`src/rtl/timer_core.sv`:
```
// Three-channel down-counting timer with a shared 1us/1ms/1s tick prescaler.
// Each channel reloads on zero and emits a one-cycle registered interrupt.

module timer_chan (
   input  logic        mclk,
   input  logic        h_reset_n,
   input  logic [2:0]  ticks,      // {1s, 1ms, 1us}
   input  logic        update,
   input  logic [18:0] cfg,        // [18:17] sel, [16] enable, [15:0] reload
   output logic        intr,
   output logic [15:0] cnt
);
   typedef enum logic {IDLE, RUN} state_t;

   state_t state;
   logic   sel_tick;

   always_comb begin
      sel_tick = 1'b0;
      case (cfg[18:17])
         2'b00:   sel_tick = ticks[0];
         2'b01:   sel_tick = ticks[1];
         2'b10:   sel_tick = ticks[2];
         default: sel_tick = 1'b0;
      endcase
   end

   // A load strobe outranks any tick landing in the same cycle.
   always_ff @(posedge mclk or negedge h_reset_n) begin
      if (!h_reset_n) begin
         state <= IDLE;
         cnt   <= 16'd0;
         intr  <= 1'b0;
      end else begin
         intr <= 1'b0;
         if (update) begin
            cnt   <= cfg[15:0];
            state <= cfg[16] ? RUN : IDLE;
         end else if (state == RUN) begin
            if (!cfg[16]) begin
               state <= IDLE;
            end else if (sel_tick) begin
               if (cnt == 16'd0) begin
                  cnt  <= cfg[15:0];
                  intr <= 1'b1;
               end else begin
                  cnt <= cnt - 16'd1;
               end
            end
         end
      end
   end
endmodule

module timer_core #(
   parameter int NUM_TMR = 3
) (
   input  logic        mclk,
   input  logic        h_reset_n,
   input  logic [9:0]  cfg_pulse_1us,
   input  logic [2:0]  cfg_timer_update,
   input  logic [18:0] cfg_timer0,
   input  logic [18:0] cfg_timer1,
   input  logic [18:0] cfg_timer2,
   output logic [2:0]  timer_intr,
   output logic [15:0] timer_cnt0,
   output logic [15:0] timer_cnt1,
   output logic [15:0] timer_cnt2
);
   logic [9:0] pre_cnt, ms_cnt, s_cnt;
   logic       tick_1us, tick_1ms, tick_1s;

   logic [NUM_TMR-1:0][18:0] cfg_t;
   logic [NUM_TMR-1:0][15:0] cnt_t;

   // >= rather than == so a lowered prescale mid-count still fires at once.
   assign tick_1us = (pre_cnt >= cfg_pulse_1us);
   assign tick_1ms = tick_1us && (ms_cnt == 10'd999);
   assign tick_1s  = tick_1ms && (s_cnt == 10'd999);

   always_ff @(posedge mclk or negedge h_reset_n) begin
      if (!h_reset_n) begin
         pre_cnt <= 10'd0;
         ms_cnt  <= 10'd0;
         s_cnt   <= 10'd0;
      end else begin
         pre_cnt <= tick_1us ? 10'd0 : pre_cnt + 10'd1;
         if (tick_1us) ms_cnt <= tick_1ms ? 10'd0 : ms_cnt + 10'd1;
         if (tick_1ms) s_cnt  <= tick_1s  ? 10'd0 : s_cnt + 10'd1;
      end
   end

   assign cfg_t = {cfg_timer2, cfg_timer1, cfg_timer0};

   for (genvar gi = 0; gi < NUM_TMR; gi++) begin : g_chan
      timer_chan u_chan (
         .mclk      (mclk),
         .h_reset_n (h_reset_n),
         .ticks     ({tick_1s, tick_1ms, tick_1us}),
         .update    (cfg_timer_update[gi]),
         .cfg       (cfg_t[gi]),
         .intr      (timer_intr[gi]),
         .cnt       (cnt_t[gi])
      );
   end

   assign timer_cnt0 = cnt_t[0];
   assign timer_cnt1 = cnt_t[1];
   assign timer_cnt2 = cnt_t[2];
endmodule

```
`config.mk`:
```
export PLATFORM = sky130hd
export DESIGN_NAME = timer_core
export DESIGN_NICKNAME = d
export VERILOG_FILES = /design/src/rtl/timer_core.sv
export SDC_FILE = /design/constraint.sdc
export NUM_CORES = 1
export LEC_CHECK = 0
export BUFFER_PORTS_ARGS = -buffer_cell sky130_fd_sc_hd__buf_4
export CAP_MARGIN = 30
export CELL_PAD_IN_SITES_DETAIL_PLACEMENT = 1
export CELL_PAD_IN_SITES_GLOBAL_PLACEMENT = 1
export CORE_MARGIN = 2
export CORE_UTILIZATION = 37
export DETAILED_ROUTE_END_ITERATION = 8
export GPL_TIMING_DRIVEN = 1
export PLACE_DENSITY = 0.77
export SLEW_MARGIN = 20
export SYNTH_ARGS = -nofsm -noshare
export SYNTH_HDL_FRONTEND = slang
export SYNTH_SLANG_ARGS = --single-unit
```
`constraint.sdc`:
```
create_clock -name mclk -period 2.3 [get_ports mclk]
set_input_delay 0.46 -clock mclk [delete_from_list [all_inputs] [get_ports mclk]]
set_output_delay 0.46 -clock mclk [all_outputs]
set_load 0.01 [all_outputs]
```
; ---- After elaboration in Yosys (flattened, before gate mapping)
; Index checks and enable logic that the tools add are counted.
[word_totals]
input_bits = 72
out_inout_bits = 51
ff_bits = 84
elab_cells = 92
[op_classes]
addsub = 6
n_lt_le_gt_ge = 1
n_mux = 45
eq_ne = 8
n_reduce_logical = 20
[ops]
columns = operator, count
row1 = $mux 16, 15
row2 = $logic_not 16->1, 3
row3 = $sub 16x1->16 const B, 3
row4 = $add 10x1->10 const B, 3
row5 = $mux 10, 3
row6 = $mux 1, 24
row7 = $eq 10x10->1 const B, 2
row8 = $reduce_bool 2->1, 9
row9 = $ge 10x10->1, 1
row10 = $pmux 1 s3, 3
row11 = $reduce_and 3->1, 3
row12 = $eq 2x1->1 const B, 3
row13 = $eq 2x2->1 const B, 3
row14 = $logic_not 2->1, 3
row15 = $logic_and 1x1->1, 2

; ---- Logic depth before layout (Yosys ltp)
; Gate-level depths: netlist (run 1).
[logic_depth]
word_depth = 8
mapped_depth = 10
mapped_depth_nobuf = 8

; ---- Hierarchy
; From an unflattened synthesis (run 1), not the netlist that was laid out.
[unflattened]
hier_cells = 625
area_unflattened_um2 = 5526.6
[by_module_without_submodules]
columns = module, instances, area_per_inst_um2, seq_area_each_um2, cells_each
row1 = timer_chan, 3, 1234.9, 450.4, 143
row2 = timer_core, 1, 1821.7, 750.7, 196

; ---- Worst setup path before layout (run 1)
; No wires, ideal clock.
[synth_timing]
path_type = input to register
startpoint = input port cfg_pulse_1us[7]
endpoint = register g_chan[0].u_chan.cnt[12]
path_buffers = 2
slack_ns = -0.333
t_required_ns = 2.174
setup_ns = 0.126
cell_stages = 10
arrival_ns = 2.507
cell_sequence = inv_1 -> ha_1 -> a211oi_1 -> nor2_1 -> or3_1 -> clkbuf_1 -> o21ai_1 -> buf_2 -> nor2_1 -> a221o_1
[synth_via]
elab_chain_len = 6
[synth_lines]
columns = item, line
row1 = start: declaration, 60  ; input logic [9:0] cfg_pulse_1us,
row2 = $ge 10x10->1 (*), 77  ; assign tick_1us = (pre_cnt >= cfg_pulse_1us);
row3 = $logic_and 1x1->1, 78  ; assign tick_1ms = tick_1us && (ms_cnt == 10'd999);
row4 = $logic_and 1x1->1, 79  ; assign tick_1s = tick_1ms && (s_cnt == 10'd999);
row5 = $pmux 1 s3 (*), 20  ; case (cfg[18:17])
row6 = $reduce_bool 2->1 (no source line) (*), n/a
row7 = $reduce_and 3->1 (no source line) (*), n/a
row8 = end signal: assignment, 37  ; cnt <= cfg[15:0];
row9 = end signal: assignment, 44  ; cnt <= cfg[15:0];
row10 = end signal: assignment, 47  ; cnt <= cnt - 16'd1;
row11 = end: declaration, 11  ; output logic [15:0] cnt
; Every way passes the cells marked *; elsewhere a longest branch is shown, timed or not.
; A chain may end at the register's enable or synchronous reset.

; ---- Worst setup path after layout (run 1)
[layout_timing]
startpoint = register pre_cnt[4]
endpoint = register s_cnt[9]
[layout_via]
elab_chain_len = 4
[layout_lines]
columns = item, line
row1 = start: declaration, 70  ; logic [9:0] pre_cnt, ms_cnt, s_cnt;
row2 = start signal: assignment, 87  ; pre_cnt <= tick_1us ? 10'd0 : pre_cnt + 10'd1;
row3 = $ge 10x10->1 (*), 77
row4 = $logic_and 1x1->1 (*), 78
row5 = $logic_and 1x1->1, 79
row6 = $mux 10, 89  ; if (tick_1ms) s_cnt <= tick_1s ? 10'd0 : s_cnt + 10'd1;
row7 = end signal: assignment, 89
row8 = end: declaration, 70
; Marks and branches as above.

==> reports/qor.txt, run 1 <==
nets@finish -> 993
synth top area cells -> dfrtp_1, nor2_1, ha_1
core area -> 14600 sq um
Area after DPL -> 7610 sq um
first-pass GRT wire length -> 35.7 mm
GRT Total Usage -> 27.6%
crit path cell chain -> ha_4, nand3_2, a211oi_2, or3_4, buf_4, buf_6, buf_6, o21ai_4, buf_6, or3_1, o21ai_1
leakage power total -> 3.82 nW
failing checks -> negative setup slack
share of cells above drive strength 1 -> 43.3%
fraction of registers with async set/reset -> 100%
Yosys warnings -> 0
status -> complete, but fails checks
critical path buffer and inverter count -> 4
GR met2 Demand/Resource -> 48.1%
diode count -> 0
Final Hold Viols -> 0
PortBufs -> 122
pre-CTS setup slack -> -0.415 ns
Int Pwr -> 3.59 mW
Iter 0 DRT Violations -> 580
fin. max-slew vios -> 0
post-route cell area -> 8830 sq um
worst min path class -> in2async
Layout Utilization -> 60.3%
WL/cell -> 22.2 um
sequential share of power -> 34.5%
H-Tree Depth -> 3
switching portion of total power -> 35.8%
IO Count -> 123
met1 Use GR -> 34.6%
TritonCTS clock tree -> built
Crit Path Class -> reg2reg
vias in the first global route -> 6905
grt met3 use -> 4.48%
post-synth top area cell -> dfrtp_1
# DRC -> 0
hpwl dp -> 15.7 mm
GRT busiest layer -> met2
Worst Skew -> 0.0105 ns
crit-path max cell delay -> 0.44 ns
post-synth top area share -> 37.5%
via/cell ratio -> 6.11
final setup violation count -> 47
final WL -> 24.2 mm
total vias in the final route -> 6663
commonest non-fill, non-tap cell in the layout -> buf_4
WP data arrival -> 2.76 ns
initial antenna violation count -> 0
FP Rows -> 44
post-route setup slack -> -0.182 ns
Tcrit/Tclk final -> 108%
CP Max Fanout -> 6
Critical Path Sink Type -> flip-flop
Mapped Cells -> 658
commonest cells after routing, fill and taps aside -> buf_4, dfrtp_1, nor2_1, nand2_1, inv_1
Power Total -> 5.60 mW
clk sinks -> 84
CTS Buffer Depth -> 2
CTS clk-pin slew, worst paths -> 0.07 ns
Num CTS Buffers -> 9
Final GP Congestion -> 0.861
clock root buffer master -> clkbuf_16
critical path's most frequent cell -> buf_6
Synth Cell Area -> 5600 sq um
Slew HR -> 55.2%
critical path's slowest cell -> dfrtp_1
sequential cell area fraction in the yosys report -> 37.5%
P_sw -> 2.00 mW
Clock Latency Late Sink -> 0.36 ns
Worst setup SP type -> flip-flop
post-synth cell types -> 78
kind of cell adding the most delay to the critical path -> simple AND/OR/NAND/NOR gates
PwrDens -> 634 nW/um^2
Layout area overhead -> 57.5%
RSZ-0062 raised after global routing -> yes
Starting Density -> 38.3%
die width -> 127 um
largest net degree at the start of global routing -> 35
Post-Synthesis Net Count -> 749
Mean Syn Cell Area -> 8.52 sq um
VDD IR max -> 615 uV
max-cap violation count -> 0
Combinational Power Share -> 37.6%
EDFF count, synth -> 0
first-pass detailed-route iteration total -> 5
final worst path period need -> 2.48 ns
fmax -> 403 MHz
Synth Register Bits -> 84
Clock power frac -> 27.9%
top_reg_cell synth -> dfrtp_1
Worst Path Required -> 2.58 ns
Worst Max-Slew Pin Slew -> 0.666 ns
GRT Residual Overflow -> 0
die height -> 127 um
ANT nets after route -> 0
die area -> 16100 sq um
-- power groups by stage --
stage / clock network [mW] / logic, mW / registers (mW)
6_report: 1.56 / 2.11 / 1.93
5_1_grt: 1.64 / 2.27 / 1.95
4_1_cts: 1.56 / 1.85 / 1.89
3_5_place_dp: 0 / 1.73 / 1.92
3_3_place_gp: 0 / 1.64 / 1.90
2_1_floorplan: 0 / 0.744 / 1.97
-- registers in the layout, indices dropped and copies added (netlist names) --
signal / count
ms_cnt: 10
g_chan.u_chan.state: 3
s_cnt: 10
g_chan.u_chan.intr: 3
g_chan.u_chan.cnt: 48
pre_cnt: 10
-- routing by layer --
metal / vias up / part of all wire, %
li1: 2976 / -
met1: 3405 / 42
met3: 49 / 4.5
met5: - / 0
met4: 0 / 2.3
met2: 233 / 51
-- worst reg2reg max path, stage by stage (launching register included) --
cell,delay [ns]
dfrtp_1,0.44
ha_4,0.34
nand3_2,0.08
a211oi_2,0.28
or3_4,0.24
buf_4,0.14
buf_6,0.09
buf_6,0.13
o21ai_4,0.06
buf_6,0.17
or3_1,0.30
o21ai_1,0.14
-- final timing paths --
check	start	end	slack [ns]	depth (start not counted)
min in group mclk	cfg_timer0[16]	g_chan[0].u_chan.state$_DFF_PN0_	0.33	2
worst min-delay path	h_reset_n	g_chan[2].u_chan.cnt[11]$_DFFE_PN0P_	0.07	1
worst max register to register	pre_cnt[4]$_DFF_PN0_	s_cnt[9]$_DFFE_PN0N_	-0.18	11
max in group asynchronous	h_reset_n	g_chan[0].u_chan.cnt[11]$_DFFE_PN0P_	1.57	2
worst min register to register	g_chan[0].u_chan.state$_DFF_PN0_	g_chan[0].u_chan.state$_DFF_PN0_	0.47	1
worst max-delay path	pre_cnt[4]$_DFF_PN0_	s_cnt[9]$_DFFE_PN0N_	-0.18	11
-- metrics by stage --
stage                     instances  hold slack, ns  TNS, ns
final                          1091          0.0723    -3.05
after global routing           1091          0.0952    -7.21
after CTS                      1074          0.0883    -1.18
after detailed placement       1049           0.459   -17.29
after global placement         1049           0.454   -14.31
after floorplan                 658           0.164   -0.261
-- Yosys cell counts, types with 13 or more instances --
library cell and count:
nor2_1 65, dfrtp_1 84, nand3_1 37, clkbuf_1 19
inv_1 40, a21oi_1 23, o21ai_0 47, nand2_1 54
nor4_1 13, ha_1 19, nor3_1 26
-- kinds of logic (layout without fill, tap and decap cells) --
| logic type | Yosys count | after routing | synth area share (%) |
|---|---|---|---|
| XOR/XNOR | 13 | 13 | 2.03 |
| AO/OA/AOI/OAI | 198 | 198 | 25.1 |
| AND/OR/NAND/NOR | 265 | 265 | 24.5 |
| buffers and inverters | 71 | 320 | 5.11 |
| multiplexers | 8 | 8 | 1.50 |
| adder cells (fa/ha/maj) | 19 | 19 | 4.24 |
| flip-flops | 84 | 84 | 37.5 |
-- final cells by class --
| type | instances | area (sq um) |
|---|---|---|
| Multi-Input combinational cell | 503 | 3920 |
| Clock inverter | 4 | 47.5 |
| Inverter | 40 | 158 |
| Clock buffer | 12 | 256 |
| Sequential cell | 84 | 2100 |
| Fill cell | 1671 | 5820 |
| Timing Repair Buffer | 264 | 2120 |
| Tap cell | 184 | 230 |
-- timing repair --
| item | 4_1_cts | 5_1_grt |
|---|---|---|
| hold endpoints to repair | 0 | 0 |
| gates resized for setup | 59 | 108 |
| buffers inserted | 9 | 16 |
| gates cloned | 0 | 1 |
| pin swaps | 25 | 40 |
| setup endpoints to repair | 58 | 63 |
| hold buffers | 0 | 0 |
Note: power is estimated with default switching activity, not from simulation.
==> inputs of run 2 (changes only) <==
CORE_UTILIZATION = 41   (was 37)
PLACE_DENSITY = 0.81   (was 0.77)
clock period = 2.6 ns   (was 2.3 ns; I/O delays follow)
==> run 2 against run 1 <==
  * The run now ends clean
  * Fmax is 0.36% lower
  * Clock skew is 0.0029 ns lower
  * Non-clock buffer count is 78 lower
  * Die area is 9.5% lower
  * Combinational power is 37% lower
  * Clock-buffer cell count is 1 lower
  * Sequential cell count stayed put
  * Routed wire length is 16% lower
  * First-iteration DRC count is 22% lower
  * Worst hold slack better by 0.057 ns
==> reports/qor.txt, run 2 (synthesized netlist as in run 1, its figures left out) <==
Layout area overhead -> 35.0%
Worst Path Required -> 2.86 ns (+0.28 ns)
Clock Latency Late Sink -> 0.35 ns (about the same)
R2R setup slack -> 0.11 ns (+0.29 ns)
share of cells above drive strength 1 -> 28.7% (-15 points)
R2R Path Start -> pre_cnt[7]$_DFF_PN0_
vias in the first global route -> 6463 (-6.4%)
die height -> 121 um (-4.8%)
die area -> 14600 sq um (-9.5%)
status -> finished clean
fin. max-slew vios -> 0 (unchanged)
initial antenna violation count -> 0 (unchanged)
max-cap violation count -> 0 (unchanged)
TritonCTS clock tree -> built
H-Tree Depth -> 3 (unchanged)
clk sinks -> 84 (unchanged)
reg2reg end -> g_chan[2].u_chan.cnt[0]$_DFFE_PN0P_
diode count -> 0 (unchanged)
worst hold slack -> 0.130 ns (+0.0572 ns)
clock root buffer master -> clkbuf_16
first-pass detailed-route iteration total -> 5 (unchanged)
Worst Skew -> 0.00759 ns (-0.00291 ns)
PwrDens -> 613 nW/um^2 (-3.3%)
leakage power total -> 3.34 nW (-13%)
final setup violation count -> 0 (-100%)
switching portion of total power -> 33.1% (-2.6 points)
VDD IR max -> 453 uV (-26%)
RSZ-0062 raised after global routing -> yes
Crit Path Class -> reg2reg
CTS clk-pin slew, worst paths -> 0.07 ns (about the same)
max FFs per register -> 48 (unchanged)
Non-Filler Instances -> 1005 (-7.9%)
PortBufs -> 122 (unchanged)
die width -> 121 um (-4.8%)
crit path cell chain -> ha_4, a211oi_4, nor2_2, or3_4, buf_6, o211ai_1, buf_4, nand2_2, a32oi_1
Clock power frac -> 33.9% (+6.0 points)
nets@finish -> 915 (-7.9%)
Biggest register -> g_chan.u_chan.cnt
P_sw -> 1.54 mW (-23%)
WL/cell -> 20.2 um (-9.0%)
largest net degree at the start of global routing -> 50 (+43%)
critical path's slowest cell -> or3_4
Final Hold Viols -> 0 (unchanged)
crit-path max cell delay -> 0.43 ns (about the same)
Power Total -> 4.64 mW (-17%)
sequential share of power -> 37.5% (+3.0 points)
core area -> 13300 sq um (-9.2%)
Hold Buf Count CTS -> 0 (unchanged)
CP Max Fanout -> 6 (unchanged)
Critical Path Sink Type -> flip-flop
Tcrit/Tclk final -> 95.8% (-12 points)
total vias in the final route -> 6132 (-8.0%)
Int Pwr -> 3.10 mW (-14%)
Area after DPL -> 7100 sq um (-6.8%)
IO Count -> 123 (unchanged)
GRT Residual Overflow -> 0 (unchanged)
Combinational Power Share -> 28.6% (-9.0 points)
Final GP Congestion -> 0.885 (+2.8%)
ANT nets after route -> 0 (unchanged)
first-pass GRT wire length -> 32.4 mm (-9.3%)
final worst path period need -> 2.49 ns (+0.00907 ns)
post-route cell area -> 7570 sq um (-14%)
GRT Total Usage -> 27.8% (+0.22 points)
Slew HR -> 58.8% (+3.6 points)
worst min path class -> in2async
FP Rows -> 42 (-4.5%)
Num CTS Buffers -> 9 (unchanged)
WP data arrival -> 2.76 ns (about the same)
r2r worst-path depth -> 9 (-2)
# DRC -> 0 (unchanged)
via/cell ratio -> 6.10 (about the same)
hpwl dp -> 14.6 mm (-7.1%)
placed cell count -> 986 (-6.0%)
Iter 0 DRT Violations -> 450 (-22%)
Worst Max-Slew Pin Slew -> 0.617 ns (-0.0489 ns)
CTS Buffer Depth -> 2 (unchanged)
Worst setup SP type -> flip-flop
final WL -> 20.3 mm (-16%)
commonest non-fill, non-tap cell in the layout -> buf_4
commonest cells after routing, fill and taps aside -> buf_4, dfrtp_1, nor2_1, nand2_1, o21ai_0
fmax -> 401 MHz (-0.36%)
Starting Density -> 42.1% (+3.9 points)
==> run 2: area by class of cell <==
cell class	instances	area [sq um]
clock inverter	5	106
inverter	40	150
multi-input combinational	503	3310
tap	176	220
timing repair buffer	186	1430
fill	1572	5730
sequential	84	2100
clock buffer	11	253
==> run 2: timing repair <==
item                       4_1_cts  5_1_grt
resized for setup                2       20
pin swaps                        0       12
setup buffers                    0        3
setup endpoints to repair        7       26
==> run 2: how the worst max path moves through the flow <==
stage                     startpoint                              endpoint  slack (ns)  cells after the start
2_1_floorplan       cfg_pulse_1us[7]   g_chan[2].u_chan.cnt[1]$_DFFE_PN0P_       0.004                      9
3_3_place_gp        cfg_pulse_1us[7]   g_chan[2].u_chan.cnt[0]$_DFFE_PN0P_       -0.17                     11
3_5_place_dp        cfg_pulse_1us[7]   g_chan[2].u_chan.cnt[0]$_DFFE_PN0P_       -0.26                     11
4_1_cts        ms_cnt[0]$_DFFE_PN0N_  g_chan[0].u_chan.cnt[13]$_DFFE_PN0P_        0.05                      8
5_1_grt        ms_cnt[0]$_DFFE_PN0N_   g_chan[2].u_chan.cnt[2]$_DFFE_PN0P_       -0.05                      8
6_report        pre_cnt[7]$_DFF_PN0_   g_chan[2].u_chan.cnt[0]$_DFFE_PN0P_        0.11                      9
==> run 2: power by group through the flow <==
stage	registers, mW	logic, mW	clock network (mW)
2_1_floorplan	1.73	0.629	0
3_3_place_gp	1.73	1.18	0
3_5_place_dp	1.75	1.25	0
4_1_cts	1.73	1.27	1.59
5_1_grt	1.76	1.46	1.65
6_report	1.74	1.33	1.57
==> run 2: metal layers <==
| metal | global-route usage [%] | vias to the layer above | share of wire, % |
|---|---|---|---|
| met3 | 4.32 | 38 | 4.6 |
| met4 | 10.1 | 0 | 2.3 |
| met1 | 34.6 | 3070 | 42 |
| met2 | 48.7 | 196 | 51 |
| li1 | - | 2828 | - |
| met5 | 0 | - | 0 |
==> run 2: metrics by stage <==
stage	setup WS [ns]	utilization (%)	TNS, ns
after global routing	-0.0458	56.9	-0.0929
after global placement	-0.167	53.4	-2.53
after floorplan	0.00383	-	0
after CTS	0.0519	56.1	0
after detailed placement	-0.265	53.4	-4.27
final	0.109	56.9	0
==> run 2: critical path, delay by kind of cell, from the launching register on <==
family	cells	cell delay, ns
AOI/OAI and AO/OA	3	0.76
and+or+nand+nor	3	0.60
buffers and inverters	2	0.38
DFF	1	0.41
adders and majority gates	1	0.26
